===== config.mk =====
export PLATFORM = sky130hd
export DESIGN_NAME = video_stream_fifo_adapter
export DESIGN_NICKNAME = d
export VERILOG_FILES = /design/src/rtl/video_stream_fifo_adapter.sv
export SDC_FILE = /design/constraint.sdc
export NUM_CORES = 1
export LEC_CHECK = 0
export BUFFER_PORTS_ARGS = -buffer_cell sky130_fd_sc_hd__clkbuf_2
export CAP_MARGIN = 15
export CORE_AREA = 3 3 99 149
export DETAILED_ROUTE_END_ITERATION = 12
export DIE_AREA = 0 0 102 152
export GPL_TIMING_DRIVEN = 0
export PLACE_DENSITY = 0.54
export SETUP_SLACK_MARGIN = 0.05
export SKIP_LAST_GASP = 1
export SLEW_MARGIN = 20
export SYNTH_ARGS = -nofsm -noshare
export SYNTH_HDL_FRONTEND = slang
export SYNTH_SLANG_ARGS = --single-unit

===== constraint.sdc =====
create_clock -name clk -period 2.35 [get_ports clk]
set_input_delay 0.1175 -clock clk [delete_from_list [all_inputs] [get_ports clk]]
set_output_delay 0.1175 -clock clk [all_outputs]
set_load 0.05 [all_outputs]

===== src/rtl/video_stream_fifo_adapter.sv =====
// Avalon-ST video sink adapter: DEPTH-beat ready/valid FIFO with packet framing enforcement.
// Define VIDEO_STREAM_FIFO_DROP_CNT_EN to add a saturating dropped-beat counter (drop_cnt, drop_cnt_clr).
module video_stream_fifo_adapter #(
    parameter int DATA_W  = 24,
    parameter int EMPTY_W = 2,
    parameter int DEPTH   = 4
) (
    input  logic                       clk,
    input  logic                       rst,
    input  logic                       snk_valid,
    input  logic                       snk_sop,
    input  logic                       snk_eop,
    input  logic [DATA_W-1:0]          snk_data,
    input  logic [EMPTY_W-1:0]         snk_empty,
    output logic                       snk_ready,
    input  logic                       src_ready,
    output logic                       src_valid,
    output logic                       src_sop,
    output logic                       src_eop,
    output logic [DATA_W-1:0]          src_data,
    output logic [EMPTY_W-1:0]         src_empty,
    output logic [$clog2(DEPTH+1)-1:0] level,
    output logic                       frame_err
`ifdef VIDEO_STREAM_FIFO_DROP_CNT_EN
    ,
    input  logic                       drop_cnt_clr,
    output logic [15:0]                drop_cnt
`endif
);

    localparam int AW = $clog2(DEPTH);
    localparam int LW = $clog2(DEPTH + 1);
    localparam int WW = DATA_W + EMPTY_W + 2;

    localparam logic [0:0] ST_IDLE = 1'b0;
    localparam logic [0:0] ST_PKT  = 1'b1;

    if ((DEPTH < 2) || ((DEPTH & (DEPTH - 1)) != 0)) begin : g_bad_depth
        $error("video_stream_fifo_adapter: DEPTH must be a power of two and >= 2");
    end

    logic [WW-1:0] mem [DEPTH];
    logic [AW-1:0] wr_ptr;
    logic [AW-1:0] rd_ptr;
    logic [0:0]    state;
    logic          snk_acc;
    logic          rd_en;
    logic          wr_en;
    logic          drop;
    logic          err;
    logic [WW-1:0] rd_word;

    assign snk_ready = (level != LW'(DEPTH));
    assign src_valid = (level != '0);
    assign snk_acc   = snk_valid & snk_ready;
    assign rd_en     = src_valid & src_ready;

    // A beat outside a packet without sop is swallowed; a sop inside a packet restarts framing.
    assign drop  = snk_acc & (state == ST_IDLE) & ~snk_sop;
    assign wr_en = snk_acc & ~drop;
    assign err   = drop | (snk_acc & (state == ST_PKT) & snk_sop);

    always_ff @(posedge clk) begin
        if (wr_en) begin
            mem[wr_ptr] <= {snk_sop, snk_eop, snk_empty, snk_data};
        end
    end

    always_ff @(posedge clk or posedge rst) begin
        if (rst) begin
            wr_ptr    <= '0;
            rd_ptr    <= '0;
            level     <= '0;
            state     <= ST_IDLE;
            frame_err <= 1'b0;
        end else begin
            frame_err <= err;
            if (wr_en) begin
                wr_ptr <= wr_ptr + AW'(1);
                state  <= snk_eop ? ST_IDLE : ST_PKT;
            end
            if (rd_en) begin
                rd_ptr <= rd_ptr + AW'(1);
            end
            case ({wr_en, rd_en})
                2'b10:   level <= level + LW'(1);
                2'b01:   level <= level - LW'(1);
                default: level <= level;
            endcase
        end
    end

    assign rd_word   = mem[rd_ptr];
    assign src_data  = src_valid ? rd_word[DATA_W-1:0] : '0;
    assign src_empty = src_valid ? rd_word[DATA_W +: EMPTY_W] : '0;
    assign src_eop   = src_valid & rd_word[WW-2];
    assign src_sop   = src_valid & rd_word[WW-1];

`ifdef VIDEO_STREAM_FIFO_DROP_CNT_EN
    function automatic logic [15:0] sat_inc(input logic [15:0] v);
        return (v == 16'hFFFF) ? v : v + 16'd1;
    endfunction

    always_ff @(posedge clk or posedge rst) begin
        if (rst) begin
            drop_cnt <= '0;
        end else if (drop_cnt_clr) begin
            drop_cnt <= '0;
        end else if (drop) begin
            drop_cnt <= sat_inc(drop_cnt);
        end
    end
`endif

endmodule


Word-level counts from Yosys, hierarchy flattened
Memory sizes are Yosys's and may differ from the RTL's.
Cells that the tools add are included.
- register bits after elaboration: 9
- bits in writable memories: 112
- input bits: 32
- output and inout port bits: 34
- word-level logic and storage cells: 34
- memories kept: 1
- memories (name ; depth ; bits a word ; rd ports ; clocked after Yosys merged registers in ; wr ports ; RTL line ; source):
    mem ; 4 ; 28 ; 1 ; 0 ; 1 ; 42 ; logic [WW-1:0] mem [DEPTH];
- $add $sub $neg: 4
- equality and inequality tests: 3
- muxes and demuxes: 6
- bitwise operators: 13
- reduce and logical (&&, ||, !) cells: 2
- operators with widths (operator ; count):
    $mux 24 ; 1
    $and 1x1->1 ; 9
    $pmux 3 s2 ; 1
    $add 2x1->2 const B ; 2
    $add 3x1->3 const B ; 1
    $mux 1 ; 3
    $ne 3x3->1 const B ; 1
    $not 1->1 ; 3
    $reduce_bool 3->1 ; 1
    $sub 3x1->3 const B ; 1
    $eq 2x1->1 const B ; 1
    $eq 2x2->1 const B ; 1
    $mux 2 ; 1
    $reduce_bool 2->1 ; 1
    $or 1x1->1 ; 1

Logic depth before layout (Yosys ltp)
Gate-level depths: netlist of the first run.
- depth after elaboration: 8
- mapped depth: 10
- gate-level depth less buffers: 9

Worst setup path before layout of the first run
OpenSTA, ideal clock, no wires.
- path type: register -> register
- from: register level[2]
- to: register level[2]
- setup time: 0.082 ns
- data arrival time: 2.453 ns
- required time: 2.268 ns
- path slack: -0.185 ns
- stages on the path, launching flop included: 11
- buffers on the path: 1
- period minus slack after synthesis: 2.535 ns
- cells stage by stage: dfrtp_1 or3b_1 buf_2 o211a_4 inv_1 ha_1 inv_1 fa_1 xor2_1 nor2_1 xor2_1
- longest elaborated chain between the ends: 8
- elaborated cells on any way between the ends: 14
- classes of those cells: add/sub: 2; eq/ne: 3; mux: 1; bitwise: 6; reduce/logical: 2
- RTL lines (what ; RTL line ; source):
    from (decl) ; 22 ; output logic [$clog2(DEPTH+1)-1:0] level,
    from (signal assigned) ; 86 ; 2'b10: level <= level + LW'(1);
    from (signal assigned) ; 87 ; 2'b01: level <= level - LW'(1);
    from (signal assigned) ; 88 ; default: level <= level;
    $ne 3x3->1 (*) ; 53 ; assign snk_ready = (level != LW'(DEPTH));
    net snk_ready ; 15 ; output logic snk_ready,
    $and 1x1->1 (*) ; 55 ; assign snk_acc = snk_valid & snk_ready;
    $and 1x1->1 (2 in series) ; 59 ; assign drop = snk_acc & (state == ST_IDLE) & ~snk_sop;
    $not 1->1 ; 60 ; assign wr_en = snk_acc & ~drop;
    $and 1x1->1 (*) ; 60 ;
    $eq 2x1->1 / $eq 2x2->1 (equally long branches) ; 85 ; case ({wr_en, rd_en})
    $pmux 3 s2 / $reduce_bool 2->1 (equally long branches) ; - ;
The timed path passes the listed nets; every way through them passes the cells marked *.
A chain may end at the register's enable or synchronous reset.

Worst setup path after layout of the first run
- from: register rd_ptr[0]
- to: output src_sop
- longest elaborated chain between the ends: 2
- RTL lines (what ; RTL line ; source):
    from (decl) ; 44 ; logic [AW-1:0] rd_ptr;
    from (signal assigned) ; 83 ; rd_ptr <= rd_ptr + AW'(1);
    $mem_v2 4x28 ; - ;
    $and 1x1->1 ; 97 ; assign src_sop = src_valid & rd_word[WW-1];
    to (decl) ; 18 ; output logic src_sop,
Every way passes these cells.

==> results of run 1 <==
path summary, 6_finish.rpt:
kind | startpoint | to | slack (ns) | depth (start not counted)
hold / removal | snk_sop | mem[3][27] | 0.04 | 1
max in group asynchronous | rst | level[2] | 1.83 | 3
min in group asynchronous | rst | level[1] | 0.22 | 3
hold reg to reg | level[2] | level[2] | 0.49 | 1
setup reg to reg | level[1] | level[2] | 0.18 | 10
setup / recovery | rd_ptr[0] | src_sop | 0.17 | 4
sequential cells by signal, indices dropped and copies added (netlist names):
| register | count |
|---|---|
| frame_err | 1 |
| state | 1 |
| level | 3 |
| rd_ptr | 2 |
| mem | 112 |
| wr_ptr | 2 |
metrics by stage:
step | setup TNS (ns) | instance area, um^2 | setup WS [ns]
after floorplan | 0 | 4751 | 0.08132
after global placement | -32.22 | 5279 | -0.3024
after detailed placement | 0 | 5379 | 0.1565
after CTS | 0 | 6211 | 0.07387
after global routing | 0 | 6217 | 0.05018
final | 0 | 6217 | 0.1713
power breakdown:
part / total [W] / leakage [nW] / internal, W / switching, W
clock network: 0.00224 / 0.259 / 0.00142 / 0.000823
logic: 0.00379 / 0.874 / 0.00127 / 0.00252
registers: 0.00289 / 1.12 / 0.00278 / 0.000115
total: 0.00892 / 2.26 / 0.00546 / 0.00346
metal layers:
metal | track usage [%] | vias to the layer above | wire, um
met1 | 13.73 | 1230 | 3332
met2 | 22.17 | 54 | 5007
met4 | 5.253 | 0 | 160
li1 | - | 1117 | -
met3 | 3.670 | 9 | 294
met5 | 0 | - | 0
placed cells by master, fill, tap and decap left out, drive strengths merged:
| cell | instances |
|---|---|
| a31oi | 2 |
| and2 | 33 |
| and3 | 1 |
| buf | 8 |
| bufinv | 1 |
| clkbuf | 90 |
| clkinv | 12 |
| dfrtp | 9 |
| dlygate4sd3 | 31 |
| edfxtp | 112 |
| fa | 1 |
| ha | 5 |
| inv | 7 |
| mux2 | 1 |
| mux2i | 1 |
| mux4 | 28 |
| nand3 | 1 |
| nor2 | 1 |
| o211a | 1 |
| or3 | 1 |
| or3b | 1 |
| xnor2 | 4 |
| xor2 | 3 |
logic make-up after synthesis:
| group | Yosys count | synth area share (%) |
|---|---|---|
| buffers and inverters | 17 | 1.509 |
| adder cells (fa/ha/maj) | 6 | 1.747 |
| AO/OA/AOI/OAI | 3 | 0.6355 |
| AND/OR/NAND/NOR | 38 | 5.004 |
| XOR/XNOR | 7 | 1.297 |
| flip-flops | 121 | 75.93 |
| multiplexers | 30 | 13.87 |
what timing repair did:
action	4_1_cts	5_1_grt
gates cloned	0	0
resized for setup	1	4
setup endpoints to repair	1	12
hold buffers	31	0
endpoints found under the hold margin	120	0
pin swaps	0	1
final cells by class:
class                      instances  area share, %
sequential                       121          57.78
clock inverter                    13          1.389
tap                              162          3.260
timing repair buffer             100          11.75
multi-input combinational         84          17.47
inverter                           7         0.4226
buffer                            10         0.9660
clock buffer                      19          6.963
==> impl_metrics.tcl, run 1 <==
set metrics [dict create \
    status "completed" \
    cp-start-kind "register" \
    grt_max_degree 25 \
    post_cts_buffers 0 \
    synthArstFlopShare_pct 7.438 \
    seq_area_mm2 0.003592 \
    finalCritPeriodShare_pct 92.71 \
    synth_sequential_area_ratio_pct 75.93 \
    stdcell_count 516 \
    dieHeight_um 152 \
    synth.area.top_cells "edfxtp_1 71%, mux4_2 13%, dfrtp_1 4.8%, and2_1 4.4%, ha_1 1.3%" \
    port_buffers 65 \
    first_global_vias 2723 \
    crit_type "reg -> out" \
    cp_data_required_time_ns 2.23 \
    power.density_mw_per_mm2 1435 \
    cpPeakStageDelay_ns 0.54 \
    critical_path.cell_chain "buf_2 > mux4_2 > and2_1 > clkbuf_2" \
    synth-edff-count 112 \
    start_util_pct 34.92 \
    dp_hpwl_um 5782 \
    nNetsFinal 379 \
    worst-path-buf-inv 2 \
    rsz0062_at_grt "false" \
    gp_congestion 0.6603 \
    min_path_type "in -> reg" \
    antenna_cells 0 \
    ys.flop_type "edfxtp_1" \
    core_area_mm2 0.01353 \
    yosys-top-cells-count "112 x edfxtp_1, 33 x and2_1, 28 x mux4_2" \
    drv_slew 0 \
    design_power_total_w 0.008922 \
    crit_path_max_fanout 10 \
    insertion_delay_ns 0.40 \
    syn_area_mm2 0.004726 \
    cts_tree "yes" \
    vias 2410 \
    cpMaxStageDelayCell "mux4_2" \
    grt.total_usage_pct 12.55 \
    die_x_um 102 \
    clk_pin_slew_ns 0.05 \
    cts_max_level 4 \
    drive_above_1_share_pct 39.55 \
    dieArea_mm2 0.01550 \
    drtIter0Drc 79 \
    postLayoutCoreUtil_pct 45.94 \
    p_leak_nw 2.257 \
    yosysMostFrequentCell "edfxtp_1" \
    cp_top_family "buffers and inverters" \
    avgViaCountPerCell 4.671 \
    multiInputGateArea_mm2 0.001086 \
    wire_per_inst_um 17.04 \
    wirelength_um 8794 \
    vdd_drop_max_uv 734.8 \
    synth_area_per_cell_um2 21.29 \
    finalSetupViolCount 0 \
    finalCriticalPeriod_ns 2.179 \
    slew_headroom_pct 66.48 \
    timing.fmax_mhz 459.0 \
    synth_top_area_share_pct 71.17 \
    yosysWarnings 0 \
    synth.ff_latch_count 121 \
    synthCells 222 \
    cts_root_buf "clkbuf_16" \
    dp_cells 453 \
    antenna_left 0 \
    fp-row-count 52 \
    clock_skew_ns 0.003843 \
    io_pins 66 \
    drc 0 \
    worst_slew_pin_slew_ns 0.5028 \
    arrival_ns 2.06 \
    max_cap_viol_count 0 \
    syn-num-nets 260 \
    grt_overflow_total 0 \
    firstDrtPassIters 4 \
    yosys.area.top_type "edfxtp_1" \
    hold_ws_ns 0.03617 \
    num-fill-cells 1181 \
    cts_sinks 121 \
    tritoncts.num_buffers 17 \
    cts_buffer_depth 2 \
    hold_violations 0 \
    grt_pass1_wl_um 14260 \
    crit_path_end_kind "output pin" \
    antenna_found_initial 0 \
    area_growth_pct 31.56 \
    synth_cell_type_count 20 \
]
Power figures use the tool's default switching activity.
==> run 2: changes to the inputs <==
Settings changed: PLACE_DENSITY 0.54 to 0.56, REMOVE_ABC_BUFFERS from default to 1.
Clock period 2.35 ns to 1.9 ns, I/O delays scaled along.
==> run 2 against run 1 <==
  * The flow now finishes with violations (negative setup slack)
  * Clock power up 42%
  * Register-to-register slack worse by 0.36 ns
  * Clock skew grew 0.0097 ns
  * Global-route usage is 1.2 points higher
  * Flip-flop and latch count unchanged
  * Largest power group unchanged
  * Hold slack got worse by 0.018 ns
  * Via count increased by 5.2%
  * Sequential share of layout area is 6.6 points lower
==> impl_metrics.tcl, run 2 (synthesis results as in run 1) <==
set metrics [dict create \
    status "finished, violations left" \
    violations "negative setup slack" \
    crit_type "reg -> reg" \
    comb_power_share_pct 50.6 \
    num-fill-cells 1111 \
    gp_congestion 0.6787 \
    reg2regPathDepth 9 \
    top_register "mem" \
    cts_tree "yes" \
    p_clk_share_pct 22.9 \
    drv_slew 0 \
    p_leak_nw 2.637 \
    crit_path_end_kind "register" \
    antenna_left 0 \
    pwr-share-seq_pct 26.5 \
    drc 0 \
    drtIter0Drc 80 \
    timing.fmax_mhz 481.3 \
    power_switching_w 0.004757 \
    die_x_um 102 \
    core_area_mm2 0.01353 \
    p_sw_share_pct 34.37 \
    hold_violations 0 \
    min_path_type "in -> reg" \
    reg.largest.list "mem: 112 flops, level: 3 flops" \
    area_growth_pct 48.77 \
    layout_common_cells "112 x edfxtp_1, 36 x clkbuf_2, 30 x dlygate4sd3_1, 28 x and2_4, 28 x mux4_2" \
    finalCritPeriodShare_pct 109.4 \
    design_power_total_w 0.01384 \
    whs_path_depth 1 \
    crit_path_max_fanout 3 \
    final_common_cell "edfxtp_1" \
    insertion_delay_ns 0.40 \
    antenna_cells 0 \
    cts_sinks 121 \
    fp-row-count 52 \
    avgViaCountPerCell 4.738 \
    cts_buffer_depth 2 \
    tritoncts.num_buffers 17 \
    finalCriticalPeriod_ns 2.078 \
    firstDrtPassIters 4 \
    rsz0062_at_grt "true" \
    port_buffers 65 \
    grt_pass1_wl_um 15370 \
    grt_overflow_total 0 \
    first_global_vias 2746 \
    cp-start-kind "register" \
    vias 2535 \
    clock_skew_ns 0.01357 \
    wirelength_um 10100 \
    cts_root_buf "clkbuf_16" \
    power.density_mw_per_mm2 1969 \
    dieHeight_um 152 \
    slew_headroom_pct 75.24 \
    antenna_found_initial 0 \
    io_pins 66 \
    seq_area_mm2 0.003600 \
    drive_above_1_share_pct 52.28 \
    cts_max_level 4 \
    arrival_ns 2.39 \
    clk_pin_slew_ns 0.05 \
    vdd_drop_max_uv 1208 \
    largest_register_ffs 112 \
    worst_slew_pin_slew_ns 0.3710 \
    hold_ws_ns 0.01842 \
    cpPeakStageDelay_ns 0.42 \
    cp_data_required_time_ns 2.21 \
    finalSetupViolCount 30 \
    dp_hpwl_um 5605 \
    cpMaxStageDelayCell "dfrtp_2" \
    grt.total_usage_pct 13.76 \
    p_int_w 0.009084 \
    nNetsFinal 399 \
    dieArea_mm2 0.01550 \
    wire_per_inst_um 18.87 \
    setup_slack_ns -0.1777 \
    critical_path.cell_chain "or3b_4 > o211a_4 > inv_2 > ha_4 > inv_2 > fa_2 > xor2_1 > nor2_1 > xor2_1" \
    max_cap_viol_count 0 \
    multiInputGateArea_mm2 0.001181 \
    grt_max_degree 20 \
    start_util_pct 34.92 \
]
run 2: stage by stage:
step	cells	setup WS [ns]	TNS, ns	area (um^2)	utilization (%)
floorplan	212	-0.8343	-95.21	4681	-
global placement	439	-1.112	-108.38	5209	38.49
detailed placement	445	-0.6343	-6.405	5375	39.72
CTS	528	-0.2359	-5.359	6818	50.38
global route	535	-0.2491	-5.299	7030	51.95
finish	535	-0.1777	-3.658	7030	51.95
run 2: layer usage:
layer	track usage (%)	vias up	part of all wire, %
met5	0	-	0
met2	24.03	48	57
met1	15.65	1308	38
li1	-	1166	-
met3	3.670	13	3.1
met4	5.566	0	1.7
run 2: what timing repair did:
action / in CTS / in global routing
endpoints found under the setup margin: 100 / 45
pin swaps: 12 / 19
hold buffers: 30 / 0
cloned: 4 / 2
buffers inserted: 18 / 5
hold endpoints to repair: 120 / 0
resized for setup: 81 / 56
run 2: path summary, 6_finish.rpt:
| check | start | endpoint | slack, ns |
|---|---|---|---|
| max | level[0] | level[2] | -0.18 |
| min | snk_sop | mem[2][27] | 0.02 |
| max reg2reg | level[0] | level[2] | -0.18 |
| min reg2reg | wr_ptr[1] | wr_ptr[1] | 0.59 |
| max in group asynchronous | rst | rd_ptr[1] | 1.41 |
| min in group asynchronous | rst | frame_err | 0.19 |
run 2: power by group through the flow:
stage,clock network [W],registers [W],logic [W]
after floorplan,0,0.00395,0.00312
after global placement,0,0.00398,0.00414
after detailed placement,0,0.00381,0.00459
after CTS,0.00325,0.00367,0.00629
after global routing,0.00336,0.00371,0.00732
final,0.00318,0.00367,0.00700
run 2: area by class of cell:
class	count	share of cell area, %
repair buffers	128	20.36
flip-flops and latches	121	51.20
clock buffers	19	6.158
inverters	7	0.3737
multi-input cells	86	16.80
clock inverters	12	2.225
well taps	162	2.883
run 2: worst max-delay path: cells and delay by family, from the launching register on:
family / cells / cell delay (ns)
AOI/OAI and AO/OA: 1 / 0.16
xor gates and xnor gates: 2 / 0.32
adders and majority gates: 2 / 0.46
buffers and inverters: 2 / 0.10
DFF: 1 / 0.42
and+or+nand+nor: 2 / 0.52
